## src/rtl/sevenseg_scan_ctrl.sv

```systemverilog
// ---------------------------------------------------------------------------
// sevenseg_scan_ctrl
//
// Purpose:
//   Multiplexed seven-segment scanner. It drives NUM_DIGITS hex digits one
//   at a time, and each digit stays selected for DWELL_CYCLES clocks.
//   Display inputs are copied into shadow registers only at a frame boundary,
//   so a frame on the pins is never torn. Features:
//     - per-digit blank mask
//     - per-digit decimal-point mask
//     - PWM brightness inside each dwell period
//     - selectable anode and segment polarity
//     - optional leading-zero suppression
//
// Build option:
//   SEVSEG_LZB_EN  When defined, digits above the highest nonzero nibble of
//                  the latched value are kept dark. Digit 0 is always shown.
//                  When undefined, every digit is shown.
//
// Ports:
//   clk_7seg  in   scan clock
//   Rst       in   synchronous reset, active-high
//   value_i   in   [4*NUM_DIGITS] digit k = value_i[4k+3:4k], digit 0 rightmost
//   dp_i      in   [NUM_DIGITS]   1 = light decimal point of digit k
//   blank_i   in   [NUM_DIGITS]   1 = digit k dark
//   bright_i  in   [BR_W]         on-cycles per dwell (0 = dark, >=DWELL = full)
//   an_o      out  [NUM_DIGITS]   anode selects, registered
//   seg_o     out  [7]            {a,b,c,d,e,f,g}, registered
//   dp_o      out                 decimal point, registered
//   frame_o   out                 1-cycle pulse when the shadow registers reload
// ---------------------------------------------------------------------------
module sevenseg_scan_ctrl #(
    parameter int NUM_DIGITS   = 8,
    parameter int DWELL_CYCLES = 4,
    parameter int BR_W         = 3,
    parameter int AN_ACT_LOW   = 1,
    parameter int SEG_ACT_LOW  = 1
) (
    input  logic                    clk_7seg,
    input  logic                    Rst,
    input  logic [4*NUM_DIGITS-1:0] value_i,
    input  logic [NUM_DIGITS-1:0]   dp_i,
    input  logic [NUM_DIGITS-1:0]   blank_i,
    input  logic [BR_W-1:0]         bright_i,
    output logic [NUM_DIGITS-1:0]   an_o,
    output logic [6:0]              seg_o,
    output logic                    dp_o,
    output logic                    frame_o
);

    localparam int CNT_W = (DWELL_CYCLES > 1) ? $clog2(DWELL_CYCLES) : 1;
    localparam int IDX_W = (NUM_DIGITS > 1) ? $clog2(NUM_DIGITS) : 1;

    localparam logic [CNT_W-1:0] CNT_LAST = CNT_W'(DWELL_CYCLES - 1);
    localparam logic [IDX_W-1:0] IDX_LAST = IDX_W'(NUM_DIGITS - 1);

    // Pin levels for "nothing lit", after the polarity choice is applied.
    localparam logic [NUM_DIGITS-1:0] AN_OFF =
        (AN_ACT_LOW != 0) ? {NUM_DIGITS{1'b1}} : {NUM_DIGITS{1'b0}};
    localparam logic [6:0] SEG_OFF = (SEG_ACT_LOW != 0) ? 7'h7F : 7'h00;
    localparam logic       DP_OFF  = (SEG_ACT_LOW != 0) ? 1'b1 : 1'b0;

    // Hex to segment pattern. The table is written active-low; a 0 lights
    // the segment.
    function automatic logic [6:0] decode(input logic [3:0] hex);
        logic [6:0] pat;
        case (hex)
            4'h0: pat = 7'h01;
            4'h1: pat = 7'h4F;
            4'h2: pat = 7'h12;
            4'h3: pat = 7'h06;
            4'h4: pat = 7'h4C;
            4'h5: pat = 7'h24;
            4'h6: pat = 7'h20;
            4'h7: pat = 7'h0F;
            4'h8: pat = 7'h00;
            4'h9: pat = 7'h04;
            4'hA: pat = 7'h08;
            4'hB: pat = 7'h60;
            4'hC: pat = 7'h31;
            4'hD: pat = 7'h42;
            4'hE: pat = 7'h30;
            default: pat = 7'h38;
        endcase
        return pat;
    endfunction

    // Scan position
    logic [CNT_W-1:0] cnt_q, cnt_d;
    logic [IDX_W-1:0] idx_q, idx_d;

    // Frame shadows
    logic [4*NUM_DIGITS-1:0] value_q, value_d;
    logic [NUM_DIGITS-1:0]   dp_q, dp_d;
    logic [NUM_DIGITS-1:0]   blank_q, blank_d;
    logic [BR_W-1:0]         bright_q, bright_d;

    // Output registers
    logic [NUM_DIGITS-1:0] an_q, an_d;
    logic [6:0]            seg_q, seg_d;
    logic                  dpo_q, dpo_d;
    logic                  frame_q, frame_d;

    logic [3:0]            nib [NUM_DIGITS];
    logic [NUM_DIGITS-1:0] lzb;
    logic                  frame_end;
    logic                  en;

    genvar gi;
    generate
        for (gi = 0; gi < NUM_DIGITS; gi++) begin : g_nib
            assign nib[gi] = value_q[4*gi +: 4];
        end
    endgenerate

`ifdef SEVSEG_LZB_EN
    // lzb[k] is set when nibbles k..NUM_DIGITS-1 are all zero. It is built as
    // a chain from the top digit downward. It depends only on the shadow
    // value, so it does not change during a frame.
    generate
        for (gi = 0; gi < NUM_DIGITS; gi++) begin : g_lzb
            if (gi == 0) begin : g_d0
                assign lzb[gi] = 1'b0;
            end else if (gi == NUM_DIGITS - 1) begin : g_top
                assign lzb[gi] = (nib[gi] == 4'h0);
            end else begin : g_mid
                assign lzb[gi] = lzb[gi+1] & (nib[gi] == 4'h0);
            end
        end
    endgenerate
`else
    assign lzb = '0;
`endif

    always_comb begin
        frame_end = (idx_q == IDX_LAST) && (cnt_q == CNT_LAST);

        cnt_d    = (cnt_q == CNT_LAST) ? '0 : cnt_q + 1'b1;
        idx_d    = idx_q;
        value_d  = value_q;
        dp_d     = dp_q;
        blank_d  = blank_q;
        bright_d = bright_q;
        frame_d  = frame_end;

        if (cnt_q == CNT_LAST) begin
            idx_d = (idx_q == IDX_LAST) ? '0 : idx_q + 1'b1;
        end

        if (frame_end) begin
            value_d  = value_i;
            dp_d     = dp_i;
            blank_d  = blank_i;
            bright_d = bright_i;
        end

        // The PWM compare saturates on its own: cnt never reaches
        // DWELL_CYCLES, so any bright >= DWELL_CYCLES keeps the digit on for
        // the whole dwell.
        en = ~blank_q[idx_q] & (32'(cnt_q) < 32'(bright_q)) & ~lzb[idx_q];

        an_d  = AN_OFF;
        seg_d = SEG_OFF;
        dpo_d = DP_OFF;
        if (en) begin
            an_d  = (NUM_DIGITS'(1) << idx_q) ^ AN_OFF;
            seg_d = (SEG_ACT_LOW != 0) ? decode(nib[idx_q]) : ~decode(nib[idx_q]);
            dpo_d = (SEG_ACT_LOW != 0) ? ~dp_q[idx_q] : dp_q[idx_q];
        end
    end

    always_ff @(posedge clk_7seg) begin
        if (Rst) begin
            cnt_q    <= '0;
            idx_q    <= '0;
            value_q  <= '0;
            dp_q     <= '0;
            blank_q  <= '0;
            bright_q <= '0;
            an_q     <= AN_OFF;
            seg_q    <= SEG_OFF;
            dpo_q    <= DP_OFF;
            frame_q  <= 1'b0;
        end else begin
            cnt_q    <= cnt_d;
            idx_q    <= idx_d;
            value_q  <= value_d;
            dp_q     <= dp_d;
            blank_q  <= blank_d;
            bright_q <= bright_d;
            an_q     <= an_d;
            seg_q    <= seg_d;
            dpo_q    <= dpo_d;
            frame_q  <= frame_d;
        end
    end

    assign an_o    = an_q;
    assign seg_o   = seg_q;
    assign dp_o    = dpo_q;
    assign frame_o = frame_q;

endmodule

```

## config.mk

```make
export PLATFORM = sky130hd
export DESIGN_NAME = sevenseg_scan_ctrl
export DESIGN_NICKNAME = d
export VERILOG_FILES = /design/src/rtl/sevenseg_scan_ctrl.sv
export SDC_FILE = /design/constraint.sdc
export NUM_CORES = 1
export LEC_CHECK = 0
export CELL_PAD_IN_SITES_DETAIL_PLACEMENT = 1
export CELL_PAD_IN_SITES_GLOBAL_PLACEMENT = 1
export CORE_UTILIZATION = 25
export DETAILED_ROUTE_END_ITERATION = 10
export PLACE_DENSITY = 0.54
export SLEW_MARGIN = 10
export SYNTH_ARGS = -nofsm -noshare
export SYNTH_HDL_FRONTEND = slang
export SYNTH_SLANG_ARGS = --single-unit
```

## constraint.sdc

```tcl
create_clock -name clk_7seg -period 7.41 [get_ports clk_7seg]
set_input_delay 1.482 -clock clk_7seg [delete_from_list [all_inputs] [get_ports clk_7seg]]
set_output_delay 1.482 -clock clk_7seg [all_outputs]
set_load 0.1 [all_outputs]
```

# After elaboration in Yosys (flattened, before gate mapping)
# Memory sizes are Yosys's and may differ from the RTL's. A register that Yosys moved wholly into a read port is not among the register bits.
# Index checks and enable logic that the tools add are counted.
# word_totals
elab_cells	41
input_bits	53
memories	2
mem_bits_ro	120
regBits	66
output_inout_bits	17
# op_classes
n_reduce_logical	3
n_eq_ne	2
mux	11
add_sub_neg	2
bitwise	8
n_shift	1
magnitude_cmp	3
# mem_list
name	words	word_bits	rd	rd_clocked_by_memory_dff	write_ports	line_no	text
(name not given)	16	7	1	1	0	67	case (hex)
(name not given)	8	1	1	1	0	160	en = ~blank_q[idx_q] & (32'(cnt_q) < 32'(bright_q)) & ~lzb[idx_q];
# op_table
operator	n
$bmux 4 s3	1
$mux 3	3
$mux 4	2
$not 8->8	1
$shl 1x3->8 const A	1
$bmux 1 s3	2
$ge 4x4->1 const B	1
$lt 3x4->1 const B	1
$not 1->1	4
$not 3->4	1
$reduce_or 2->1	2
$add 3x1->3 const B	1
$eq 3x3->1 const B	1
$lt 2x3->1	1
$mux 1	3
$add 2x1->2 const B	1
$and 1x1->1	2
$eq 2x2->1 const B	1
$logic_and 1x1->1	1

# Depth between registers and ports, before layout
# depth
ltp_word	7
mapped_depth	10
ltp_nobuf	8

# Worst setup path before layout
# Ideal clock, no wire load.
# synth_timing
kind	register to output
start	register an_q[0], in the netlist an_o[0]
end	output port an_o[0]
slack_ns	5.019
t_arrival_ns	0.909
path_buffers	0
t_required_ns	5.928
path_stages_with_launch	1
path_cell_list	dfxtp_1
# synth_rtl
element	line_no	text
start, declared	99	logic [NUM_DIGITS-1:0] an_q, an_d;
start signal, assigned	191	an_q <= an_d;
end, declared	45	output logic [NUM_DIGITS-1:0] an_o,
# No word-level cell between the ends.

# Worst setup path after layout
# layout_timing
start	register an_q[3], in the netlist an_o[3]
end	output port an_o[3]
# No word-level cell between the ends.

==> results.toml <==
[status]
status = "finished clean"

[power]
power_density_mw_per_mm2 = 228.1
pwr-share-seq_pct = 41.7
power.internal_mw = 0.7511
p_comb_share_pct = 9.4
clkPwrFrac_pct = 49.0
peakVddDrop_uv = 98.14
leakage_nw = 1.476
power_switching_mw = 0.2179
total_power_mw = 0.9690
switching_share_pct = 22.49

[detailed_routing]
via_count = 2538
first_pass_iters = 4
wl_mm = 7.975
drc = 0
drtIter0Drc = 91
routed_via_density = 4.353
wire_per_inst_um = 13.68
ant_nets = 0

[sta]
post-route-period-util_pct = 43.84
fin_worst_skew_ns = 0.006212
rsz0062_at_grt = "false"
setup_viol = 0
hold_viol = 0
tightest_slew_ns = 0.9971
max_slew_margin_pct = 33.29
max_freq_mhz = 307.8
period_minus_slack_ns = 3.248
report.final.slew_viol_count = 0
tns_ns = 0

[run]
maxCapViolCount = 0

[clocking]
clock_latency_ns = 0.32
clk_pin_slew_ns = 0.06
tritoncts = "done"
clk_root_buffer_cell = "clkbuf_16"
numCtsBuffers = 9
cts_sinks = 73
holdBufCountCts = 0
clock_path_buffers = 2
h-tree-depth = 3
cts_setup_buffers = 0
cts_resized = 0

[grt]
grt_overflow_total = 0
grt_use_total_pct = 13.11
antenna_found_initial = 0
grt_max_degree = 59
grt_pass1_wl_mm = 12.99
grt_pass1_vias = 2616

[hold_path]
hp-class = "register to register"

[worst_setup_path]
crit_buf_inv = 1
critPathArrivalTime_ns = 1.77
worstSetupEndpointType = "output pin"
critPathKind = "register to output pin"
worstPathCellList = "clkdlybuf4s50_1"
worstPathRequired_ns = 5.93
cpMaxStageDelayCell = "clkdlybuf4s50_1"
cp_max_fo = 1
path_delay_family = "buffers and inverters"
worst_setup_path_start_kind = "register"
max_stage_delay_ns = 1.13

[synth]
ys_ff_latch = 73
synth_area_mm2 = 0.003112
synth_ff_type = "dfxtp_1"
yosys-top-cells-area = "dfxtp_1 (47%), nand2_1 (14%), a21oi_1 (8.4%)"
syn_nets = 419
syn_inst = 352
synth_edf_count = 0
yosys_warnings = 0
synth.yosys.seq_area_share_pct = 46.96
yosys.area.top_type = "dfxtp_1"
synthArstFlopShare_pct = 0
avgSynthCellArea_um2 = 8.840
yosys.cell_types.count = 34
netlist.area_leader.share_pct = 46.96

[floorplan]
rows = 40
ioPinCount = 70
fp.dieW_um = 113.6
coreArea_mm2 = 0.01206
start_util_pct = 25.80
dieArea_mm2 = 0.01290
die_h_um = 113.6

[cells_and_area]
fill_cells = 1398
area.sequential_mm2 = 0.001461
antenna_cells = 0
layout.nets = 477
drive_above_1_share_pct = 10.36
multi_input_area_mm2 = 0.001508
syn_to_final_growth_pct = 36.51
finalCoreUtilization_pct = 35.22

[placement]
dp.final_hpwl_mm = 5.508
io_buffers = 69
place_congestion = 0.7731
==> power groups by stage <==
stage	Combinational, mW	Sequential [mW]	Clock, mW
floorplan	0.0287	0.434	0
global placement	0.0906	0.412	0
detailed placement	0.0914	0.413	0
CTS	0.0919	0.404	0.487
global route	0.0965	0.405	0.507
finish	0.0907	0.404	0.475
==> registers in the layout, summed over array words and instances, names as in the netlist <==
register	count
idx_q	3
seg_o	7
bright_q	3
dp_o	1
value_q	32
cnt_q	2
dp_q	8
frame_o	1
an_o	8
blank_q	8
==> worst paths after layout <==
kind | start | end | slack [ns] | cells after the start
max | an_o[3]$_SDFF_PP1_ | an_o[3] | 4.16 | 1
min | value_q[16]$_SDFFE_PP0P_ | value_q[16]$_SDFFE_PP0P_ | 0.45 | 2
min reg2reg | value_q[16]$_SDFFE_PP0P_ | value_q[16]$_SDFFE_PP0P_ | 0.45 | 2
max reg2reg | idx_q[0]$_SDFFE_PP0N_ | seg_o[3]$_SDFF_PP1_ | 4.45 | 9
==> metal layers <==
layer	routed length, µm	part of all wire, %	vias up	track usage (%)
li1	-	-	1292	-
met1	3985	50	1185	17.45
met2	3594	45	55	20.53
met3	302	3.8	6	3.029
met4	91	1.1	0	5.263
met5	0	0	-	0
==> metrics by stage <==
stage / instance area [µm²] / instances / hold slack (ns) / worst slack, ns
floorplan: 3112 / 352 / 0.4180 / 5.019
global placement: 3918 / 567 / 0.4409 / 4.347
detailed placement: 3918 / 567 / 0.4419 / 4.359
CTS: 4248 / 583 / 0.4552 / 4.137
global route: 4248 / 583 / 0.4710 / 4.110
finish: 4248 / 583 / 0.4514 / 4.162
==> kinds of logic (layout without fill, tap and decap cells) <==
logic type / after synthesis / count (layout) / share of synthesized area (%)
AND/OR/NAND/NOR: 140 / 140 / 18.13
flip-flops: 73 / 73 / 46.96
AO/OA/AOI/OAI: 69 / 69 / 12.99
buffers and inverters: 34 / 97 / 4.704
multiplexers: 22 / 22 / 11.58
adder cells (fa/ha/maj): 14 / 14 / 5.629
==> cells in the mapped netlist, types with 4 or more instances <==
cell	n
nor2_1	8
clkbuf_1	19
dfxtp_1	73
ha_1	14
o221ai_1	4
nor3_1	5
mux4_2	10
inv_1	7
a21oi_1	52
nand2_1	115
mux2i_1	9
==> cell type report <==
type                       count  share of cell area, %
timing repair buffer          71                  16.49
clock inverter                 5                  1.826
clock buffer                  11                  5.950
inverter                      10                 0.8837
sequential                    73                  34.40
tap                          168                  4.948
multi-input combinational    245                  35.49
==> cell usage in the layout (no fill, tap or decap), types with 4 or more instances in the layout <==
cell type / Yosys / final
nor2_1: 8 / 8
nand2_1: 115 / 114
o221ai_1: 4 / 4
ha_1: 14 / 14
mux4_2: 10 / 10
a21oi_1: 52 / 52
inv_1: 7 / 7
clkdlybuf4s50_1: 0 / 68
clkbuf_16: 0 / 9
mux2i_1: 9 / 9
nor3_1: 5 / 5
dfxtp_1: 73 / 73
Note: power is estimated with default switching activity, not from simulation.
